### src/rtl/rev_gpio_filt_pkg.sv
// Shared definitions for the rev_gpio_filt APB GPIO block.
//   - Word addresses of every register in the map.
//   - Byte-lane write helpers used by the register file. Each helper works on
//     one 8-bit lane with its pstrb bit, so callers can handle any pin count
//     that is a multiple of 8 by looping over the lanes.
package rev_gpio_pkg;

    localparam int unsigned A_MODE     = 0;
    localparam int unsigned A_DIR      = 1;
    localparam int unsigned A_OUT      = 2;
    localparam int unsigned A_IN       = 3;
    localparam int unsigned A_TR_TYPE  = 4;
    localparam int unsigned A_TR_LVL0  = 5;
    localparam int unsigned A_TR_LVL1  = 6;
    localparam int unsigned A_TR_STAT  = 7;
    localparam int unsigned A_IRQ_EN   = 8;
    localparam int unsigned A_OUT_SET  = 9;
    localparam int unsigned A_OUT_CLR  = 10;
    localparam int unsigned A_OUT_TGL  = 11;
    localparam int unsigned A_FILT_EN  = 12;
    localparam int unsigned A_FILT_CNT = 13;
    localparam int unsigned A_RAW_IN   = 14;
    localparam int unsigned A_RSVD     = 15;  // first reserved address

    typedef logic [7:0] lane_t;

    // Plain register write of one byte lane.
    function automatic lane_t apply_pstrb(input lane_t cur, input lane_t wdata, input logic strb);
        return strb ? wdata : cur;
    endfunction

    // Write-one-to-clear of one byte lane.
    function automatic lane_t w1c(input lane_t cur, input lane_t wdata, input logic strb);
        return strb ? (cur & ~wdata) : cur;
    endfunction

endpackage

### src/rtl/rev_gpio_filt_debounce.sv
// Single-pin debounce filter.
//   clk, rst_n : clock, asynchronous active-low reset
//   s          : synchronised pin sample
//   en         : 1 = filter active, 0 = filtered output follows s every cycle
//   filt_cnt   : extra mismatch cycles required before the output follows s
//   filt_o     : filtered pin value
module rev_gpio_debounce #(
    parameter int FILT_W = 8
) (
    input  logic              clk,
    input  logic              rst_n,
    input  logic              s,
    input  logic              en,
    input  logic [FILT_W-1:0] filt_cnt,
    output logic              filt_o
);

    logic              filt_q, filt_d;
    logic [FILT_W-1:0] cnt_q, cnt_d;

    // The >= compare keeps a running count from getting stuck when filt_cnt is
    // lowered beneath it. Once cnt hits its maximum the compare is necessarily
    // true, so the increment never wraps.
    always_comb begin
        filt_d = filt_q;
        cnt_d  = '0;
        if (!en) begin
            filt_d = s;
        end else if (s != filt_q) begin
            if (cnt_q >= filt_cnt) filt_d = s;
            else                   cnt_d  = cnt_q + 1'b1;
        end
    end

    always_ff @(posedge clk or negedge rst_n) begin
        if (!rst_n) begin
            filt_q <= 1'b0;
            cnt_q  <= '0;
        end else begin
            filt_q <= filt_d;
            cnt_q  <= cnt_d;
        end
    end

    assign filt_o = filt_q;

endmodule

### src/rtl/rev_gpio_filt.sv
// APB-slave GPIO with per-pin debounce, atomic set/clear/toggle of OUT,
// W1C trigger status with level interrupt, and error on reserved addresses.
//   pclk, prstn            : clock, asynchronous active-low reset
//   psel/penable/paddr/
//   pwrite/pwrdata/pstrb   : APB request (word address, byte strobes)
//   pready/prddata/pslverr : APB response (no wait states, data registered in setup)
//   irq_o                  : level interrupt, |(TR_STAT & IRQ_EN), registered
//   gpio_i                 : asynchronous pad inputs
//   gpio_o/gpio_oe         : registered pad value / output enable
module rev_gpio_filt
    import rev_gpio_pkg::*;
#(
    parameter int GPIO_PINS   = 32,
    parameter int PADDR_SIZE  = 4,
    parameter int SYNC_STAGES = 2,
    parameter int FILT_W      = 8
) (
    input  logic                   pclk,
    input  logic                   prstn,
    input  logic                   psel,
    input  logic                   penable,
    input  logic [PADDR_SIZE-1:0]  paddr,
    input  logic                   pwrite,
    input  logic [GPIO_PINS-1:0]   pwrdata,
    input  logic [GPIO_PINS/8-1:0] pstrb,
    output logic                   pready,
    output logic [GPIO_PINS-1:0]   prddata,
    output logic                   pslverr,
    output logic                   irq_o,
    input  logic [GPIO_PINS-1:0]   gpio_i,
    output logic [GPIO_PINS-1:0]   gpio_o,
    output logic [GPIO_PINS-1:0]   gpio_oe
);

    localparam int NB = GPIO_PINS / 8;
    typedef logic [GPIO_PINS-1:0] pins_t;

    pins_t mode_q, mode_d, dir_q, dir_d, out_q, out_d;
    pins_t ttype_q, ttype_d, lvl0_q, lvl0_d, lvl1_q, lvl1_d;
    pins_t stat_q, stat_d, irqen_q, irqen_d, filten_q, filten_d;
    pins_t prev_q, prev_d, prddata_q, prddata_d;
    pins_t gpio_o_q, gpio_o_d, gpio_oe_q, gpio_oe_d;
    logic [FILT_W-1:0] filtcnt_q, filtcnt_d;
    logic pslverr_q, pslverr_d, irq_q, irq_d;
    logic [SYNC_STAGES-1:0][GPIO_PINS-1:0] sync_q, sync_d;

    pins_t raw_w, in_w, wmask, rise, fall, tr, rd_mux;
    logic [31:0] addr_w;
    logic setup, access, wr, rsvd;

    function automatic pins_t merge_w(input pins_t cur, input pins_t wd, input logic [NB-1:0] st);
        pins_t r;
        for (int b = 0; b < NB; b++) r[b*8 +: 8] = apply_pstrb(cur[b*8 +: 8], wd[b*8 +: 8], st[b]);
        return r;
    endfunction

    function automatic pins_t clr_w(input pins_t cur, input pins_t wd, input logic [NB-1:0] st);
        pins_t r;
        for (int b = 0; b < NB; b++) r[b*8 +: 8] = w1c(cur[b*8 +: 8], wd[b*8 +: 8], st[b]);
        return r;
    endfunction

    assign addr_w = 32'(paddr);
    assign setup  = psel & ~penable;
    assign access = psel & penable;
    assign wr     = access & pwrite;
    assign rsvd   = (addr_w >= A_RSVD);

    // Strobed write data, used as the bit mask for set/toggle.
    always_comb begin
        wmask = '0;
        for (int b = 0; b < NB; b++) wmask[b*8 +: 8] = pstrb[b] ? pwrdata[b*8 +: 8] : 8'h00;
    end

    // Input synchroniser; the last stage is RAW_IN.
    always_comb begin
        sync_d[0] = gpio_i;
        for (int i = 1; i < SYNC_STAGES; i++) sync_d[i] = sync_q[i-1];
    end
    assign raw_w = sync_q[SYNC_STAGES-1];

    for (genvar n = 0; n < GPIO_PINS; n++) begin : g_pin
        rev_gpio_debounce #(.FILT_W(FILT_W)) u_db (
            .clk      (pclk),
            .rst_n    (prstn),
            .s        (raw_w[n]),
            .en       (filten_q[n]),
            .filt_cnt (filtcnt_q),
            .filt_o   (in_w[n])
        );
    end

    // Triggers look at the filtered input only.
    assign prev_d = in_w;
    assign rise   = in_w & ~prev_q;
    assign fall   = ~in_w & prev_q;
    assign tr     = (ttype_q & ((lvl1_q & rise) | (lvl0_q & fall)))
                  | (~ttype_q & ((lvl1_q & in_w) | (lvl0_q & ~in_w)));

    // Register file writes. Reserved and read-only addresses fall through.
    always_comb begin
        mode_d    = mode_q;
        dir_d     = dir_q;
        out_d     = out_q;
        ttype_d   = ttype_q;
        lvl0_d    = lvl0_q;
        lvl1_d    = lvl1_q;
        irqen_d   = irqen_q;
        filten_d  = filten_q;
        filtcnt_d = filtcnt_q;
        stat_d    = stat_q;
        if (wr) begin
            case (addr_w)
                A_MODE:    mode_d   = merge_w(mode_q, pwrdata, pstrb);
                A_DIR:     dir_d    = merge_w(dir_q, pwrdata, pstrb);
                A_OUT:     out_d    = merge_w(out_q, pwrdata, pstrb);
                A_TR_TYPE: ttype_d  = merge_w(ttype_q, pwrdata, pstrb);
                A_TR_LVL0: lvl0_d   = merge_w(lvl0_q, pwrdata, pstrb);
                A_TR_LVL1: lvl1_d   = merge_w(lvl1_q, pwrdata, pstrb);
                A_TR_STAT: stat_d   = clr_w(stat_q, pwrdata, pstrb);
                A_IRQ_EN:  irqen_d  = merge_w(irqen_q, pwrdata, pstrb);
                A_OUT_SET: out_d    = out_q | wmask;
                A_OUT_CLR: out_d    = clr_w(out_q, pwrdata, pstrb);
                A_OUT_TGL: out_d    = out_q ^ wmask;
                A_FILT_EN: filten_d = merge_w(filten_q, pwrdata, pstrb);
                A_FILT_CNT: begin
                    for (int i = 0; i < FILT_W; i++)
                        filtcnt_d[i] = pstrb[i/8] ? pwrdata[i] : filtcnt_q[i];
                end
                default: ;
            endcase
        end
        // OR-ing after the clear makes a new trigger win over a same-cycle W1C.
        stat_d = stat_d | tr;
    end

    always_comb begin
        case (addr_w)
            A_MODE:     rd_mux = mode_q;
            A_DIR:      rd_mux = dir_q;
            A_OUT:      rd_mux = out_q;
            A_IN:       rd_mux = in_w;
            A_TR_TYPE:  rd_mux = ttype_q;
            A_TR_LVL0:  rd_mux = lvl0_q;
            A_TR_LVL1:  rd_mux = lvl1_q;
            A_TR_STAT:  rd_mux = stat_q;
            A_IRQ_EN:   rd_mux = irqen_q;
            A_FILT_EN:  rd_mux = filten_q;
            A_FILT_CNT: rd_mux = GPIO_PINS'(filtcnt_q);
            A_RAW_IN:   rd_mux = raw_w;
            default:    rd_mux = '0;
        endcase
    end

    // Response is captured in setup and held through the access phase.
    always_comb begin
        prddata_d = prddata_q;
        pslverr_d = 1'b0;
        if (setup) begin
            prddata_d = rd_mux;
            pslverr_d = rsvd;
        end else if (access) begin
            pslverr_d = pslverr_q;
        end
    end

    assign irq_d     = |(stat_q & irqen_q);
    assign gpio_o_d  = out_q & ~mode_q;             // open-drain pins never drive 1
    assign gpio_oe_d = dir_q & ~(mode_q & out_q);   // open-drain releases on 1

    always_ff @(posedge pclk or negedge prstn) begin
        if (!prstn) begin
            mode_q    <= '0;
            dir_q     <= '0;
            out_q     <= '0;
            ttype_q   <= '0;
            lvl0_q    <= '0;
            lvl1_q    <= '0;
            stat_q    <= '0;
            irqen_q   <= '0;
            filten_q  <= '0;
            filtcnt_q <= '0;
            prev_q    <= '0;
            prddata_q <= '0;
            pslverr_q <= 1'b0;
            irq_q     <= 1'b0;
            gpio_o_q  <= '0;
            gpio_oe_q <= '0;
            sync_q    <= '0;
        end else begin
            mode_q    <= mode_d;
            dir_q     <= dir_d;
            out_q     <= out_d;
            ttype_q   <= ttype_d;
            lvl0_q    <= lvl0_d;
            lvl1_q    <= lvl1_d;
            stat_q    <= stat_d;
            irqen_q   <= irqen_d;
            filten_q  <= filten_d;
            filtcnt_q <= filtcnt_d;
            prev_q    <= prev_d;
            prddata_q <= prddata_d;
            pslverr_q <= pslverr_d;
            irq_q     <= irq_d;
            gpio_o_q  <= gpio_o_d;
            gpio_oe_q <= gpio_oe_d;
            sync_q    <= sync_d;
        end
    end

    assign pready  = 1'b1;
    assign prddata = prddata_q;
    assign pslverr = pslverr_q;
    assign irq_o   = irq_q;
    assign gpio_o  = gpio_o_q;
    assign gpio_oe = gpio_oe_q;

endmodule

### config.mk
export PLATFORM = sky130hd
export DESIGN_NAME = rev_gpio_filt
export DESIGN_NICKNAME = d
export VERILOG_FILES = /design/src/rtl/rev_gpio_filt_pkg.sv /design/src/rtl/rev_gpio_filt_debounce.sv /design/src/rtl/rev_gpio_filt.sv
export SDC_FILE = /design/constraint.sdc
export NUM_CORES = 2
export LEC_CHECK = 0
export CAP_MARGIN = 10
export CORE_MARGIN = 1
export CORE_UTILIZATION = 30
export CTS_CLUSTER_DIAMETER = 50
export DETAILED_ROUTE_END_ITERATION = 16
export REMOVE_ABC_BUFFERS = 1
export SYNTH_ARGS = -nofsm -noshare
export SYNTH_HDL_FRONTEND = slang
export SYNTH_HIERARCHICAL = 1
export SYNTH_SLANG_ARGS = --single-unit
### constraint.sdc
create_clock -name pclk -period 2.1 [get_ports pclk]
set_input_delay 0.315 -clock pclk [delete_from_list [all_inputs] [get_ports pclk]]
set_output_delay 0.315 -clock pclk [all_outputs]
set_load 0.01 [all_outputs]
# --- Word-level counts from Yosys, hierarchy flattened ---
# Cells that the tools add are included.
op_classes:
  add_sub_neg: 32
  eq_ne: 119
  reduce_logical: 68
  n_mux: 214
  magnitude_cmp: 33
  bitwise: 39
op_table:
  columns: ["operator", "n"]
  rows:
  - ["2-to-1 mux 8 bit", 112]
  - ["bitwise AND 32 bit", 12]
  - ["one-hot mux 32 bit (12 select lines)", 1]
  - ["adder 8 x 1 -> 8 bit, second input constant", 32]
  - ["greater-or-equal comparator 8 bit", 32]
  - ["inverter 32 bit", 5]
  - ["OR 32 bit", 5]
  - ["inequality test 2 x 1 -> 1 bit, second input constant", 64]
  - ["one-hot mux 32 bit (4 select lines)", 1]
  - ["2-to-1 mux 1 bit", 98]
  - ["AND reduction 3 bit", 29]
  - ["bitwise AND 8 bit", 8]
  - ["2-to-1 mux 32 bit", 2]
  - ["AND reduction 2 bit", 32]
  - ["logical NOT 32 bit", 1]
  - ["inequality test 1 bit", 32]
  - ["inverter 8 bit", 4]
  - ["OR reduction 32 bit", 1]
  - ["XOR 32 bit", 1]
  - ["== test 4 bit, second input constant", 7]
  - ["inequality test 2 bit, second input constant", 9]
  - ["== test 4 x 3 -> 1 bit, second input constant", 4]
  - ["AND reduction 4 bit", 4]
  - ["== test 4 x 2 -> 1 bit, second input constant", 2]
  - ["5 further kinds", 7]
totals:
  reg_bits: 778
  in_bits: 77
  output_inout_bits: 99

# --- Depth between registers and ports, before layout ---
logic_depth:
  word_depth: 7
  ltp_mapped: 9
  depth_no_buf: 6

# --- Cells and area by module ---
# Netlist, hierarchy kept.
modules_own_cells:
  columns: ["mod", "seq_area_each_um2", "instances", "cells_per_inst", "area_each_um2"]
  rows:
  - ["rev_gpio_filt", 12261.8, 1, 1841, 22028.6]
  - ["rev_gpio_debounce", 225.2, 32, 60, 620.6]

# --- Worst setup path before layout ---
# No wires, ideal clock.
synth_path:
  path_type: "flip-flop to flip-flop"
  start: "register filtcnt_q[0]"
  end: "register g_pin[0].u_db.filt_q"
  synth_period_minus_slack_ps: 2319
  path_stages_with_launch: 6
  path_buffers: 0
  setup_ps: 128
  setup_slack_ps: -219
  required_ps: 1972
  arrival_ps: 2192
  cell_sequence: "dfrtp_1 > ha_1 > nand2b_4 > a2111oi_4 > o21ai_1 > mux2_1"
synth_via:
  elab_chain_len: 3
synth_rtl:
  columns: ["item", "line", "rtl"]
  rows:
  - ["from (decl)", "rev_gpio_filt.sv:43", "logic [FILT_W-1:0] filtcnt_q, filtcnt_d;"]
  - ["from (signal assigned)", "rev_gpio_filt.sv:200", "filtcnt_q <= filtcnt_d;"]
  - ["greater-or-equal comparator 8 bit", "rev_gpio_filt_debounce.sv:30", "if (cnt_q >= filt_cnt) filt_d = s;"]
  - ["inequality test 2 x 1 -> 1 bit (no line)", null, null]
  - ["AND reduction 2 bit (no line)", null, null]
  - ["to (signal assigned)", "rev_gpio_filt_debounce.sv:40", "filt_q <= filt_d;"]
  - ["to (decl)", "rev_gpio_filt_debounce.sv:18", "logic filt_q, filt_d;"]
# No other way between the ends.
# A chain may end at the register's enable or synchronous reset.

# --- Worst setup path in the final report ---
layout_path:
  start: "register filtcnt_q[7]"
  end: "register g_pin[10].u_db.filt_q"
layout_via:
  elab_chain_len: 3
layout_rtl:
  columns: ["item", "line"]
  rows:
  - ["greater-or-equal comparator 8 bit", "rev_gpio_filt_debounce.sv:30"]
  - ["inequality test 2 x 1 -> 1 bit (no line)", null]
  - ["AND reduction 2 bit (no line)", null]
  - ["to (signal assigned)", "rev_gpio_filt_debounce.sv:40"]
  - ["to (decl)", "rev_gpio_filt_debounce.sv:18"]
# No other way between the ends.

==> flow_metrics.py <==
metrics = {
    "timing": {
        "fin_crit_sh_pct": 99.6,
        "fin_crit_ps": 2090,
        "slew_headroom_pct": 16.4,
        "drv_slew": 0,
        "setup_viol": 0,
        "setup_slack_ps": 9.38,
        "finClkSkew_ps": 26.2,
        "grt_setup_unrepaired": "yes",
        "finalSetupTns_ps": 0,
        "fmax_mhz": 478,
        "hold_viol": 0,
        "worstMarginPinSlew_ps": 1250,
    },
    "synth": {
        "ys_seq_elements": 778,
        "ys_types": 69,
        "async_flop_share_pct": 100,
        "synth-edff-count": 0,
        "synth_area_leaders": "dfrtp_1 46%, ha_1 9.6%, mux2_2 6.4%",
        "yosys.area.top_type": "dfrtp_1",
        "synth_area_mm2": 0.0419,
        "synth_cells": 3761,
        "synth_warnings": 6,
        "avgSynthCellArea_um2": 11.1,
        "synth_top_area_share_pct": 46.5,
        "ys_seq_area_share_pct": 46.5,
        "ys.flop_type": "dfrtp_1",
    },
    "critical_path": {
        "cp_slowest_stage_delay_ps": 420,
        "reg2reg_from": "filtcnt_q[7]$_DFFE_PN0P_",
        "crit_type": "reg -> reg",
        "critPathMaxFanout": 17,
        "critPathCaptureType": "flip-flop",
        "rr_endpoint": "g_pin[10].u_db/filt_o$_DFFE_PN0P_",
        "reg2reg_depth": 7,
        "path_cells": "buf_12 -> inv_1 -> ha_1 -> and3_4 -> a221oi_4 -> o21ai_1 -> mux2_1",
        "crit_path_start_kind": "flip-flop",
        "worstPathArrival_ps": 2650,
        "ff2ff_setup_slack_ps": 9,
        "worst_path_max_delay_cell": "dfrtp_2",
        "worstPathRequired_ps": 2660,
    },
    "place": {
        "routabilityCongestion": 0.942,
        "pre_cts_slack_ps": -246,
        "portBuffers": 174,
        "dp.cells": 5990,
        "dp_hpwl_um": 98400,
    },
    "power_and_ir_drop": {
        "share_comb_of_total_power_pct": 15.6,
        "leakagePower_nw": 23.2,
        "swShare_pct": 28.3,
        "seqPwrFrac_pct": 41.1,
        "ir_drop_v": 0.000710,
        "p_int_mw": 30.5,
        "p_sw_mw": 12.0,
        "p_clk_share_pct": 43.3,
        "powerDensity_mw_per_mm2": 800,
    },
    "cts": {
        "ctsHtreeMaxLevel": 3,
        "cts_sinks": 778,
        "cts-buffers-inserted": 101,
        "clkLatencyLatePin_ps": 690,
        "ctsLongestPathBuffers": 3,
        "cts_tree": "done",
        "cts_root_buffer": "clkbuf_16",
        "clkTransAtPathRegs_ps": 60,
    },
    "floorplan": {
        "die_area_mm2": 0.141,
        "rows": 136,
        "coreArea_mm2": 0.138,
        "boundaryPins": 176,
        "die_x_um": 376,
        "die_h_um": 376,
        "start_util_pct": 30.4,
    },
    "drt": {
        "firstDrtPassIters": 6,
        "drt_iter0_markers": 2268,
        "drc": 0,
        "wl_per_cell_um": 21.4,
        "routed_wl_um": 132000,
        "drt-vias-per-instance": 5.01,
        "antenna_left": 0,
        "vias": 30980,
    },
    "grt": {
        "antenna_found_initial": 9,
        "gr-total-overflow": 0,
        "grtUsageTotal_pct": 18.7,
        "grt_max_degree": 77,
        "grt_pass1_wl_um": 201000,
        "grt_pass1_vias": 31202,
    },
    "finish": {
        "nets": 4630,
        "largest_register_ffs": 256,
        "fin_cells": 6180,
        "fillers": 13252,
        "final_cell_mix": "757 x dfrtp_1, 366 x nor2_1, 323 x inv_1, 308 x ha_1, 238 x mux2_2",
        "area_delta_synth_final_pct": 26.8,
        "largest_register": "g_pin.u_db/cnt_q",
        "mostFrequentLayoutCell": "dfrtp_1",
        "drive_gt1_share_pct": 23.0,
    },
    "hold_path": {
        "min_to": "sync_d[38]$_DFF_PN0_",
        "hp-class": "in -> reg",
        "worstHoldStart": "gpio_i[6]",
        "holdPathStages": 1,
    },
    "status": {
        "status": "finished, final reports clean",
    },
    "job": {
        "drv_cap": 0,
    },
}
power groups by stage:
stage	sequential, mW	combinational (mW)	clock [mW]
floorplan	17.3	3.10	0
global placement	17.7	6.17	0
detailed placement	17.7	6.28	0
CTS	17.5	6.40	18.8
global route	17.6	7.23	19.4
finish	17.5	6.65	18.4
how the worst max path moves through the flow:
| stage | start | to | slack (ps) | cells past startpoint |
|---|---|---|---|---|
| CTS | filtcnt_q[7]$_DFFE_PN0P_ | g_pin[7].u_db/filt_o$_DFFE_PN0P_ | 0.009 | 7 |
| global placement | psel | irqen_q[14]$_DFFE_PN0P_ | -180 | 7 |
| floorplan | filtcnt_q[0]$_DFFE_PN0P_ | g_pin[0].u_db/filt_o$_DFFE_PN0P_ | -220 | 5 |
| global route | filtcnt_q[0]$_DFFE_PN0P_ | g_pin[6].u_db/filt_o$_DFFE_PN0P_ | -70 | 6 |
| finish | filtcnt_q[7]$_DFFE_PN0P_ | g_pin[10].u_db/filt_o$_DFFE_PN0P_ | 9 | 7 |
| detailed placement | paddr[0] | prddata[9]$_DFFE_PN0P_ | -250 | 8 |
per-layer routing:
| layer | vias up | global-route usage [%] | part of all wire (%) |
|---|---|---|---|
| li1 | 14214 | - | - |
| met1 | 15618 | 25.9 | 45 |
| met2 | 909 | 29.5 | 45 |
| met3 | 235 | 3.48 | 6.0 |
| met4 | 4 | 5.65 | 3.1 |
| met5 | - | 0 | 0.017 |
cells by family after synthesis:
| family | count (synthesis) | synth area share, % |
|---|---|---|
| AOI/OAI and AO/OA | 720 | 14.7 |
| xor gates and xnor gates | 252 | 5.27 |
| adders and majority gates | 320 | 9.56 |
| buffers and inverters | 450 | 4.27 |
| DFF | 778 | 46.5 |
| muxes | 336 | 8.91 |
| other | 1 | 0.00895 |
| and+or+nand+nor | 904 | 10.8 |
what timing repair did:
action | in CTS | in global routing
endpoints found under the hold margin | 403 | 0
pin swaps | 6 | 34
hold buffers | 1 | 0
endpoints found under the setup margin | 87 | 245
setup buffers | 0 | 2
gates resized for setup | 33 | 78
cell type report:
| cell class | count | area (um^2) | share of cell area [%] |
|---|---|---|---|
| antenna | 1 | 2.50 | 0.00471 |
| clock buffer | 126 | 2830 | 5.32 |
| inverter | 330 | 1240 | 2.33 |
| tap | 1863 | 2330 | 4.39 |
| timing repair buffer | 489 | 5080 | 9.55 |
| clock inverter | 60 | 779 | 1.47 |
| sequential | 778 | 19500 | 36.7 |
| multi-input combinational | 2533 | 21400 | 40.2 |
synth_stat cells, drive strengths merged (3+ instances only):
master,n
dfrtp,778
nor2,405
inv,328
ha,320
mux2,275
nand2,179
xor2,160
o21ai,124
and3,98
xnor2,92
o211ai,80
a21oi,79
nand2b,69
a21o,68
clkbuf,68
a221oi,61
a22o,61
mux2i,59
a22oi,55
buf,52
nand3,42
and2,40
nand4,36
a2111oi,35
a21boi,32
a2bb2oi,32
o21a,32
nor2b,15
a222oi,11
a32oi,10
o22ai,9
nor3,8
a221o,7
o221ai,6
a31oi,5
a32o,4
nor3b,3
o32ai,3
or3,3
metrics by stage:
stage	utilization (%)	hold slack [ps]	cell area, um^2	total power [mW]
final	38.5	69.7	53100	42.5
after global routing	38.5	45.3	53100	44.2
after CTS	38.1	21.8	52500	42.7
after detailed placement	35.4	225	48800	24.0
after global placement	35.4	227	48800	23.9
after floorplan	-	19.4	41300	20.4
worst max-delay path: cells and delay by family, from the launching register on:
| kind | cells | cell delay (ps) |
|---|---|---|
| AO/OA/AOI/OAI | 2 | 450 |
| multiplexers | 1 | 320 |
| flip-flops | 1 | 420 |
| adder cells (fa/ha/maj) | 1 | 310 |
| buffers and inverters | 2 | 240 |
| AND/OR/NAND/NOR | 1 | 190 |
Note: power is estimated with default switching activity, not from simulation.
